[src/rtl/mem_arbiter.sv]
// Shares one RAM port between instruction fetch and data access and owns the LL/SC link.
// Grants take one cycle after the IDLE request cycle; completion waits on ram_ready, and a failing SC completes without touching RAM.
module mem_arbiter #(
  parameter int STARVE_LIMIT = 4
) (
  input  logic        CLK,
  input  logic        nRST,
  input  logic        iREN,
  input  logic [31:0] iaddr,
  output logic        iwait,
  output logic [31:0] iload,
  input  logic        dREN,
  input  logic        dWEN,
  input  logic        datomic,
  input  logic [31:0] daddr,
  input  logic [31:0] dstore,
  output logic        dwait,
  output logic [31:0] dload,
  output logic        ramREN,
  output logic        ramWEN,
  output logic [31:0] ramaddr,
  output logic [31:0] ramstore,
  input  logic [31:0] ramload,
  input  logic        ram_ready
);

  localparam int SW = $clog2(STARVE_LIMIT + 1);
  localparam logic [SW-1:0] LIMIT = SW'(STARVE_LIMIT);

  typedef enum logic [1:0] {IDLE, IGRANT, DGRANT} state_t;

  state_t        state_q, state_d;
  logic [SW-1:0] streak_q, streak_d;
  logic          link_valid_q, link_valid_d;
  logic [31:0]   link_addr_q, link_addr_d;

  logic dreq, is_sc, sc_fail, idone, ddone;

  assign dreq    = dREN | dWEN;
  assign is_sc   = dWEN & datomic;
  assign sc_fail = is_sc & ~(link_valid_q & (link_addr_q == daddr));

  always_ff @(posedge CLK or negedge nRST) begin
    if (!nRST) begin
      state_q      <= IDLE;
      streak_q     <= '0;
      link_valid_q <= 1'b0;
      link_addr_q  <= '0;
    end else begin
      state_q      <= state_d;
      streak_q     <= streak_d;
      link_valid_q <= link_valid_d;
      link_addr_q  <= link_addr_d;
    end
  end

  always_comb begin
    state_d      = state_q;
    streak_d     = streak_q;
    link_valid_d = link_valid_q;
    link_addr_d  = link_addr_q;
    ramREN       = 1'b0;
    ramWEN       = 1'b0;
    ramaddr      = '0;
    ramstore     = '0;
    iload        = '0;
    dload        = '0;
    idone        = 1'b0;
    ddone        = 1'b0;

    unique case (state_q)
      IDLE: begin
        // Data wins unless fetch has been passed over STARVE_LIMIT times in a row.
        if (dreq && (!iREN || streak_q < LIMIT)) begin
          state_d = DGRANT;
          if (iREN) begin
            if (streak_q < LIMIT) streak_d = streak_q + 1'b1;
          end else begin
            streak_d = '0;
          end
        end else if (iREN) begin
          state_d  = IGRANT;
          streak_d = '0;
        end else begin
          streak_d = '0;
        end
      end

      IGRANT: begin
        if (!iREN) begin
          state_d = IDLE;
        end else begin
          ramREN  = 1'b1;
          ramaddr = iaddr;
          if (ram_ready) begin
            idone   = 1'b1;
            iload   = ramload;
            state_d = IDLE;
          end
        end
      end

      DGRANT: begin
        if (!dreq) begin
          state_d = IDLE;
        end else begin
          ramaddr  = daddr;
          ramstore = dstore;
          if (sc_fail) begin
            // Lost link: answer 0 immediately, RAM untouched.
            ddone   = 1'b1;
            state_d = IDLE;
          end else begin
            ramREN = dREN;
            ramWEN = dWEN;
            if (ram_ready) begin
              ddone   = 1'b1;
              state_d = IDLE;
              if (dREN) dload = ramload;
              if (is_sc) begin
                dload        = 32'd1;
                link_valid_d = 1'b0;
              end
              if (dREN && datomic) begin
                link_valid_d = 1'b1;
                link_addr_d  = daddr;
              end
              if (dWEN && !datomic && daddr == link_addr_q) link_valid_d = 1'b0;
            end
          end
        end
      end

      default: state_d = IDLE;
    endcase

    iwait = iREN & ~idone;
    dwait = dreq & ~ddone;
  end

endmodule

[config.mk]
export PLATFORM = sky130hd
export DESIGN_NAME = mem_arbiter
export DESIGN_NICKNAME = d
export VERILOG_FILES = /design/src/rtl/mem_arbiter.sv
export SDC_FILE = /design/constraint.sdc
export NUM_CORES = 1
export LEC_CHECK = 0
export ABC_CLOCK_PERIOD_IN_PS = 2600
export CAP_MARGIN = 25
export CORE_ASPECT_RATIO = 1.2
export CORE_UTILIZATION = 30
export CTS_CLUSTER_SIZE = 24
export DETAILED_ROUTE_END_ITERATION = 16
export GPL_TIMING_DRIVEN = 0
export PLACE_DENSITY_LB_ADDON = 0.2
export SYNTH_ARGS = -nofsm -noshare
export SYNTH_HDL_FRONTEND = slang
export SYNTH_SLANG_ARGS = --single-unit
[constraint.sdc]
create_clock -name CLK -period 2.6 [get_ports CLK]
set_input_delay 0.26 -clock CLK [delete_from_list [all_inputs] [get_ports CLK]]
set_output_delay 0.26 -clock CLK [all_outputs]
set_load 0.005 [all_outputs]
==> summary.txt, run 1 <==
STA
  • Worst-Margin Slew: 0.850 ns
  • Max Fclk: around 0.40 GHz
  • Final Hold Fails: 0
  • Setup_tns: 0 ns
  • Clk_skew: approximately 0.0060 ns
  • Slew headroom: 43.3%
  • Final-report max-slew violation count: 0
  • Period utilization: a little over nine tenths
  • RSZ-0062 raised after global routing: false
  • Final setup violating endpoints: 0
  • Min Tclk post-route: about 2.5 ns

Placed design
  • DP HPWL: 15.4 mm
  • GP Congestion: between 0.8 and 0.9
  • IO Port Bufs: 266

Setup path
  • Max FO, Critical Path: 10
  • Crit-path cells: inv_2, ha_1, and2_4, clkbuf_8, clkbuf_4, and3_1, clkdlybuf4s50_1
  • Crit Path Class: flip-flop to output port
  • CP startpoint: state_q[1]
  • Worst Path Arrival: 2.27 ns
  • Startpoint types: flip-flop
  • CP required: approximately 2.3 ns
  • Max incr delay on CP: approximately 0.53 ns
  • RR Startpoint: state_q[0]
  • Crit. End Element: output port
  • Worst path top cell family by delay: buffers and inverters
  • WP buf/inv: 4
  • Critical-path top delay cell: clkdlybuf4s50_1

Floorplan
  • Die Height: between 100 and 150 um
  • Io pins: around 270
  • Initial core utilization: between 30% and 40%
  • Overall die area: roughly 16000 um^2
  • Core region area: roughly 15000 um^2
  • Rows: 48
  • Die width: ~110 um

Hold path
  • Hold Path Class: primary input to asynchronous set/reset pin

Clocking
  • CTS tree: done
  • Root Driver: clkbuf_16
  • CTS H-Tree Depth: 2
  • Clock transition at the registers of the reported paths: 0.06 ns
  • Worst-skew pair later-pin latency: about 0.29 ns
  • Clock buffer depth: 2
  • Num Clock Sinks: 38
  • Cts bufs inserted: 5

Yosys
  • Unique masters post-synth: 39
  • Synthesized instance count: 554
  • Mapped Area: ~4500 um^2
  • EDFF count, synth: 0
  • Post-synthesis sequential area ratio: 21.0%
  • Synth Net Count: 695
  • Post-synthesis async set-or-reset flop share: 100%
  • Synth Flop Type: dfrtp_1
  • Syn. warnings: 0
  • Synth Area per Inst: 8.17 um^2
  • Register bit count reported by yosys: 38

Detailed routing
  • Antenna-violating nets left: 0
  • Via density: between 5 and 6
  • Wire per inst: approximately 19 um
  • Vias: approximately 5600
  • DRT Pass-1 Iters: 5
  • Routed WL: ~20 mm
  • Iter 0 DRT Violations: 305
  • Post-route DRC: 0

Global routing
  • Largest net degree at the start of global routing: 30
  • Vias in the first global route: about 6000
  • GRT Total Usage: between 20 and 25%
  • GR Overflow Total: 0
  • Global-route wire length before repair: slightly above 30 mm
  • Antenna violations before repair: 1

Cells and area
  • Most frequent cells in the layout: 255 x clkdlybuf4s50_1, 95 x and2_1, 66 x and3_1, 37 x o21ai_0, 37 x dfrtp_1
  • Final Core Density: between 50 and 60%
  • Area grow syn2layout: 72.1%
  • Final nets: about 970
  • Layout cells sized above 1: roughly 14%
  • Commonest non-fill, non-tap cell in the layout: clkdlybuf4s50_1

Pwr
  • Leakage power: around 2.9 nW
  • P per Cell Area: ~410 nW/um^2
  • VDD IR max: about 0.00023 V

Run status
  • Outcome: complete, no violations

Job
  • Max_cap viols: 0
## what timing repair did
item	in CTS	in global routing
setup buffers	5	0
hold buffers	1	0
pin swaps	4	0
resized for setup	58	12
hold endpoints to repair	9	0
setup endpoints to repair	130	98
## cell usage after synthesis, types with 3 or more instances
cell type / count / share of area (%)
nand3_1: 36 / 4.0
buf_6: 3 / 0.75
o211ai_1: 12 / 2.0
a221oi_1: 4 / 0.77
o21ai_0: 37 / 4.1
ha_1: 6 / 1.7
nand2_1: 6 / 0.50
dfrtp_1: 38 / 21
nor2b_1: 33 / 4.6
inv_1: 7 / 0.58
a221oi_2: 28 / 9.3
nor4_1: 6 / 0.83
buf_4: 4 / 0.66
nand4_1: 5 / 0.69
o211ai_2: 20 / 5.5
a21oi_1: 6 / 0.66
nor2_1: 5 / 0.41
clkbuf_1: 42 / 3.5
and2_1: 97 / 13
and3_1: 67 / 9.3
buf_2: 9 / 0.99
a22oi_1: 32 / 5.3
xor2_1: 30 / 5.8
## per-stage QoR
step	cell area [um^2]	worst slack, ns	hold WS [ns]	total power, mW	std cells
2_1_floorplan	4530	0.628	-0.0356	1.47	554
3_3_place_gp	7440	-0.509	0.467	2.39	1020
3_5_place_dp	7450	-0.484	0.154	2.43	1021
4_1_cts	7760	-0.0135	0.395	3.16	1034
5_1_grt	7790	0.00387	0.424	3.36	1035
6_report	7790	0.0703	0.389	3.18	1035
## final timing paths
check / slack, ns / to / cells after the start
max: 0.07 / iload[13] / 7
min: 0.39 / link_addr_q[18] / 2
max reg2reg: 0.40 / link_addr_q[10] / 7
min reg2reg: 0.51 / streak_q[0] / 1
max in group asynchronous: 1.72 / state_q[1] / 3
min in group CLK: 0.45 / link_addr_q[20] / 3
## layer usage
metal | track usage (%) | up-vias | part of all wire (%)
met3 | 3.94 | 37 | 6.4
met2 | 44.7 | 278 | 51
met1 | 29.4 | 2697 | 40
met5 | 0 | - | 0
met4 | 9.38 | 0 | 2.9
li1 | - | 2600 | -
## kinds of logic (layout without fill, tap and decap cells)
group           count (synthesis)  count (layout)  share of synthesized area [%]
mux                             1               1                          0.221
other cells                     0               1                              0
compound gates                146             146                           28.8
flops                          38              38                           21.0
buf+inv                        65             345                           6.47
fa+ha+maj                       6               6                           1.66
simple gates                  266             266                           35.7
xor+xnor                       32              32                           6.19
## area by class of cell
| class | instances | area, um^2 |
|---|---|---|
| fillers | 1351 | 6740 |
| clock inverters | 1 | 5.00 |
| multi-input cells | 451 | 3360 |
| inverters | 7 | 26.3 |
| repair buffers | 273 | 2710 |
| clock buffers | 7 | 143 |
| flip-flops and latches | 38 | 952 |
| plain buffers | 57 | 342 |
| diodes | 1 | 2.50 |
| well taps | 200 | 250 |
## sequential cells by signal (all words and copies together) (netlist names)
register,flops
link_addr_q,32
state_q,2
link_valid_q,1
streak_q,3
## power breakdown
| group | switching (mW) | total (mW) | internal (mW) |
|---|---|---|---|
| registers | 0.0476 | 0.687 | 0.639 |
| logic | 0.808 | 1.85 | 1.04 |
| clock network | 0.263 | 0.644 | 0.381 |
| total | 1.12 | 3.18 | 2.06 |
## worst reg2reg max path, delay by kind of cell, from the launching register on
| family | cells | cell delay [ns] |
|---|---|---|
| DFF | 1 | 0.42 |
| and+or+nand+nor | 2 | 0.38 |
| adders and majority gates | 1 | 0.18 |
| AOI/OAI and AO/OA | 2 | 0.55 |
| buffers and inverters | 2 | 0.55 |
Power figures use the tool's default switching activity.
==> run 2: changes to the inputs <==
CORE_MARGIN = 4   (was not set)
==> run 2 against run 1 <==
Compared with the run above:
- combinational power about the same
- register-to-register slack got worse by 0.05 ns
- flip-flop and latch count unchanged
- core utilization about the same
- count of clock-buffer cells in the layout unchanged
- die area increased by 9.9%
- largest cell class unchanged
- largest power group unchanged
==> summary.txt, run 2 (same netlist as run 1, synthesis figures left out) <==
Global routing
  • GRT Total Usage: approximately a quarter
  • Vias in the first global route: a little under 6000
  • Global-route wire length before repair: approximately 32 mm
  • GR Overflow Total: 0
  • Antenna violations before repair: 0
  • Largest net degree at the start of global routing: 25

Setup path
  • R2r worst-path depth: 9
  • Crit. End Element: output port
  • Max FO, Critical Path: 10
  • Worst Path Arrival: 2.27 ns
  • CP required: between 2 and 2.5 ns
  • Crit Path Class: flip-flop to output port
  • Startpoint types: flip-flop

Pwr
  • Design Power: around 3.2 mW
  • Leakage power: approximately 2.9 nW
  • VDD IR max: about 0.00024 V
  • P per Cell Area: 407 nW/um^2

Detailed routing
  • Vias: around 5700
  • Antenna-violating nets left: 0
  • Routed WL: approximately 21 mm
  • Wire per inst: just over 20 um
  • Post-route DRC: 0
  • Iter 0 DRT Violations: between 400 and 500
  • Via density: about 5.5
  • DRT Pass-1 Iters: 5

Clocking
  • CTS H-Tree Depth: 2
  • Root Driver: clkbuf_16
  • Num Clock Sinks: 38
  • Cts bufs inserted: 5
  • Worst-skew pair later-pin latency: around 0.29 ns
  • CTS tree: done
  • Clock transition at the registers of the reported paths: 0.06 ns
  • Clock buffer depth: 2

STA
  • Worst-Margin Slew: 0.828 ns
  • Final Hold Fails: 0
  • Setup_tns: 0 ns
  • Final setup violating endpoints: 0
  • Min Tclk post-route: between 2 and 3 ns
  • Slew headroom: ~45%
  • Clk_skew: approximately 0.0058 ns
  • Final-report max-slew violation count: 0
  • Max Fclk: a little under 0.4 GHz
  • Period utilization: slightly below 100%
  • RSZ-0062 raised after global routing: true

Cells and area
  • Layout cells sized above 1: 14.5%
  • Final cell count without fillers: around 1000
  • Commonest non-fill, non-tap cell in the layout: clkdlybuf4s50_1
  • Largest regs: link_addr_q x32, streak_q x3, state_q x2
  • Final Cell Area: 7830 um^2
  • Max reg flops: 32
  • N_diodes: 0
  • Final nets: around 1000
  • Most flops, register: link_addr_q
  • Area grow syn2layout: 73.0%
  • Most frequent cells in the layout: 258 x clkdlybuf4s50_1, 95 x and2_1, 66 x and3_1, 38 x dfrtp_1, 37 x o21ai_0

Floorplan
  • Rows: 48
  • Io pins: about 270
  • Overall die area: roughly 17000 um^2
  • Die width: approximately 120 um
  • Initial core utilization: a little under a third
  • Die Height: roughly 140 um
  • Core region area: ~15000 um^2

Run status
  • Outcome: complete, no violations

Hold path
  • Hold Path Class: primary input to flip-flop
  • Hold Crit Depth: 3

Job
  • Max_cap viols: 0

Placed design
  • IO Port Bufs: ~270
  • GP Congestion: 0.900
  • DP HPWL: about 17 mm
  • DP Area: approximately 7500 um^2
  • Dpl cells: 1021
==> run 2: metal layers <==
layer,share of wire [%],vias up,global-route usage [%],routed length [um]
met2,52,286,42.0,11000
met3,7.8,35,4.53,1640
met5,0,-,0,0
met1,38,2750,27.9,8050
met4,2.4,0,7.06,508
li1,-,2611,-,-
==> run 2: critical path: stages (launching register included) <==
cell             delay, ns
dfrtp_1               0.42
inv_1                 0.12
ha_1                  0.17
and2_4                0.19
clkbuf_16             0.18
clkbuf_4              0.19
and3_1                0.18
clkdlybuf4s50_1       0.52
==> run 2: cell type report <==
| type | instances | area, um^2 |
|---|---|---|
| Tap cell | 200 | 250 |
| Clock inverter | 1 | 5.00 |
| Fill cell | 1335 | 6760 |
| Inverter | 7 | 26.3 |
| Sequential cell | 38 | 951 |
| Multi-Input combinational cell | 451 | 3380 |
| Buffer | 57 | 349 |
| Clock buffer | 7 | 143 |
| Timing Repair Buffer | 274 | 2730 |
==> run 2: power breakdown <==
group,internal (mW),switching [mW]
Clock,0.381,0.257
Combinational,1.03,0.831
Sequential,0.638,0.0452
Total,2.05,1.13
==> run 2: path summary, 6_finish.rpt <==
check                            start               to  slack (ns)
max                         state_q[1]         iload[5]        0.07
min                          daddr[28]  link_addr_q[28]        0.37
max reg2reg                 state_q[0]  link_addr_q[29]        0.35
min reg2reg                streak_q[0]      streak_q[0]        0.50
max in group asynchronous         nRST       state_q[0]        1.65
min in group asynchronous         nRST  link_addr_q[28]        0.45
==> run 2: per-stage QoR <==
stage	hold WS, ns	util (%)	setup WS, ns
2_1_floorplan	-0.0356	-	0.628
3_3_place_gp	0.467	51.0	-0.676
3_5_place_dp	0.215	51.1	-0.714
4_1_cts	0.462	53.3	0.000294
5_1_grt	0.378	53.7	-0.0155
6_report	0.370	53.7	0.0683
==> run 2: timing repair <==
| item | CTS | global route |
|---|---|---|
| setup endpoints to repair | 130 | 121 |
| endpoints found under the hold margin | 14 | 0 |
| hold buffers | 1 | 0 |
| pin swaps | 4 | 0 |
| gates cloned | 0 | 0 |
| setup buffers | 5 | 1 |
| resized for setup | 54 | 22 |
==> run 3: changes to the inputs <==
MAX_ROUTING_LAYER = met4   (was not set)
==> run 3 against run 2 <==
Compared with the run above:
- sequential power about the same
- worst setup slack worse by 0.0038 ns
- register-to-register slack worse by 0.03 ns
- flip-flop and latch count unchanged
- global-route usage up 0.69 points
- critical path type unchanged
- critical endpoint unchanged
- largest power group unchanged
==> summary.txt, run 3 (same netlist as run 1, synthesis figures left out) <==
Floorplan
  • Die Height: ~140 um
  • Overall die area: around 17000 um^2
  • Core region area: around 15000 um^2
  • Rows: between 40 and 50
  • Die width: about 120 um
  • Io pins: roughly 270
  • Initial core utilization: between 30% and 40%

Detailed routing
  • Antenna-violating nets left: 0
  • Iter 0 DRT Violations: 480
  • Wire per inst: 20.5 um
  • Post-route DRC: 0
  • Routed WL: ~21 mm
  • DRT Pass-1 Iters: 5
  • Via density: roughly 5.4
  • Vias: about 5600

Placed design
  • GP Congestion: roughly 0.92
  • DP HPWL: ~17 mm
  • DP Area: approximately 7500 um^2
  • Pre-CTS WS: -0.714 ns
  • IO Port Bufs: ~270

STA
  • Final WS setup: between 0.06 and 0.07 ns
  • Final setup violating endpoints: 0
  • Min Tclk post-route: about 2.5 ns
  • Worst-Margin Slew: roughly 0.8 ns
  • Slew headroom: between 40% and 50%
  • Final Hold Fails: 0
  • Clk_skew: 0.00688 ns
  • Period utilization: between 90% and 100%
  • Max Fclk: slightly below 0.4 GHz
  • Final-report max-slew violation count: 0
  • Worst hold slack: roughly 0.37 ns

Clocking
  • Num Clock Sinks: 38
  • Worst-skew pair later-pin latency: 0.29 ns
  • CTS H-Tree Depth: 2
  • Clock transition at the registers of the reported paths: approximately 0.06 ns
  • Root Driver: clkbuf_16
  • CTS tree: done
  • Cts bufs inserted: 5
  • Clock buffer depth: 2

Setup path
  • CP startpoint: state_q[1]
  • Critical-path top delay cell: clkdlybuf4s50_1
  • Startpoint types: flip-flop
  • R2r worst-path depth: 9
  • Max FO, Critical Path: 10
  • Crit-path cells: inv_1, ha_1, and2_4, clkbuf_16, clkbuf_4, and3_1, clkdlybuf4s50_1
  • RR Startpoint: state_q[0]
  • Crit. End Element: output port
  • Crit Path Class: flip-flop to output port
  • Max incr delay on CP: 0.52 ns
  • Worst Path Arrival: ~2.3 ns
  • CP required: 2.34 ns

Global routing
  • GRT Total Usage: 24.0%
  • GR Overflow Total: 0
  • Largest net degree at the start of global routing: 25
  • Vias in the first global route: approximately 6000
  • Global-route wire length before repair: approximately 32 mm
  • Antenna violations before repair: 0

Pwr
  • Leakage power: between 2 and 3 nW
  • VDD IR max: between 0.0002 and 0.00025 V
  • P per Cell Area: a little over 400 nW/um^2

Cells and area
  • Commonest non-fill, non-tap cell in the layout: clkdlybuf4s50_1
  • Footprint of the multi-input gates: 3380 um^2
  • Final nets: approximately 1000
  • Seq. cell area: around 950 um^2
  • Largest regs: link_addr_q x32, streak_q x3, state_q x2
  • Max reg flops: 32
  • N_diodes: 0
  • Fillers: about 1300
  • Final Core Density: approximately 54%
  • Most frequent cells in the layout: 258 x clkdlybuf4s50_1, 95 x and2_1, 66 x and3_1, 38 x dfrtp_1, 37 x o21ai_0
  • Final Cell Area: approximately 8000 um^2
  • Layout cells sized above 1: 14.5%
  • Area grow syn2layout: 73.0%
  • Most flops, register: link_addr_q

Run status
  • Outcome: complete, no violations

Job
  • Max_cap viols: 0

Hold path
  • Hold Path Class: primary input to flip-flop
  • Hold Crit Depth: 3
  • Beginning of the worst hold path: daddr[28]
## run 3: path summary, 6_finish.rpt
| path | end | slack (ns) |
|---|---|---|
| max in group asynchronous | state_q[0] | 1.67 |
| min reg2reg | streak_q[0] | 0.50 |
| max reg2reg | link_addr_q[29] | 0.32 |
| min in group asynchronous | link_addr_q[28] | 0.44 |
| min | link_addr_q[28] | 0.37 |
| max | iload[5] | 0.06 |
## run 3: critical path, delay by kind of cell, from the launching register on
kind | cells | cell delay, ns
DFF | 1 | 0.42
buffers and inverters | 4 | 1.01
adders and majority gates | 1 | 0.17
and+or+nand+nor | 2 | 0.37
## run 3: final cells by class
class,count,share of cell area [%]
clock inverter,1,0.0639
multi-input combinational,451,43.1
timing repair buffer,274,34.8
sequential,38,12.1
inverter,7,0.336
clock buffer,7,1.82
tap,200,3.20
buffer,57,4.46
## run 3: power by group
part           internal, mW  total [mW]  switching (mW)  leakage (nW)
Combinational          1.03        1.87           0.834          2.44
Sequential            0.638       0.683          0.0447         0.360
Clock                 0.381       0.638           0.257        0.0739
Total                  2.05        3.19            1.14          2.87
## run 3: layer usage
metal	wire length, um	track usage (%)	up-vias
met1	8430	28.8	2703
met5	0	-	-
met4	540	7.24	0
met2	11000	42.1	272
met3	1270	2.98	42
li1	-	-	2609
## run 3: metrics by stage
stage	std cells	setup TNS (ns)	power (mW)
floorplan	554	0	1.47
global placement	1020	-35.01	2.41
detailed placement	1021	-40.33	2.45
CTS	1034	0	3.15
global route	1035	-0.0430	3.36
finish	1035	0	3.19
## run 3: timing repair
item / 4_1_cts / 5_1_grt
buffers inserted: 5 / 1
setup endpoints to repair: 130 / 121
hold buffers: 1 / 0
resized for setup: 54 / 22
pin swaps: 4 / 0
hold endpoints to repair: 14 / 0
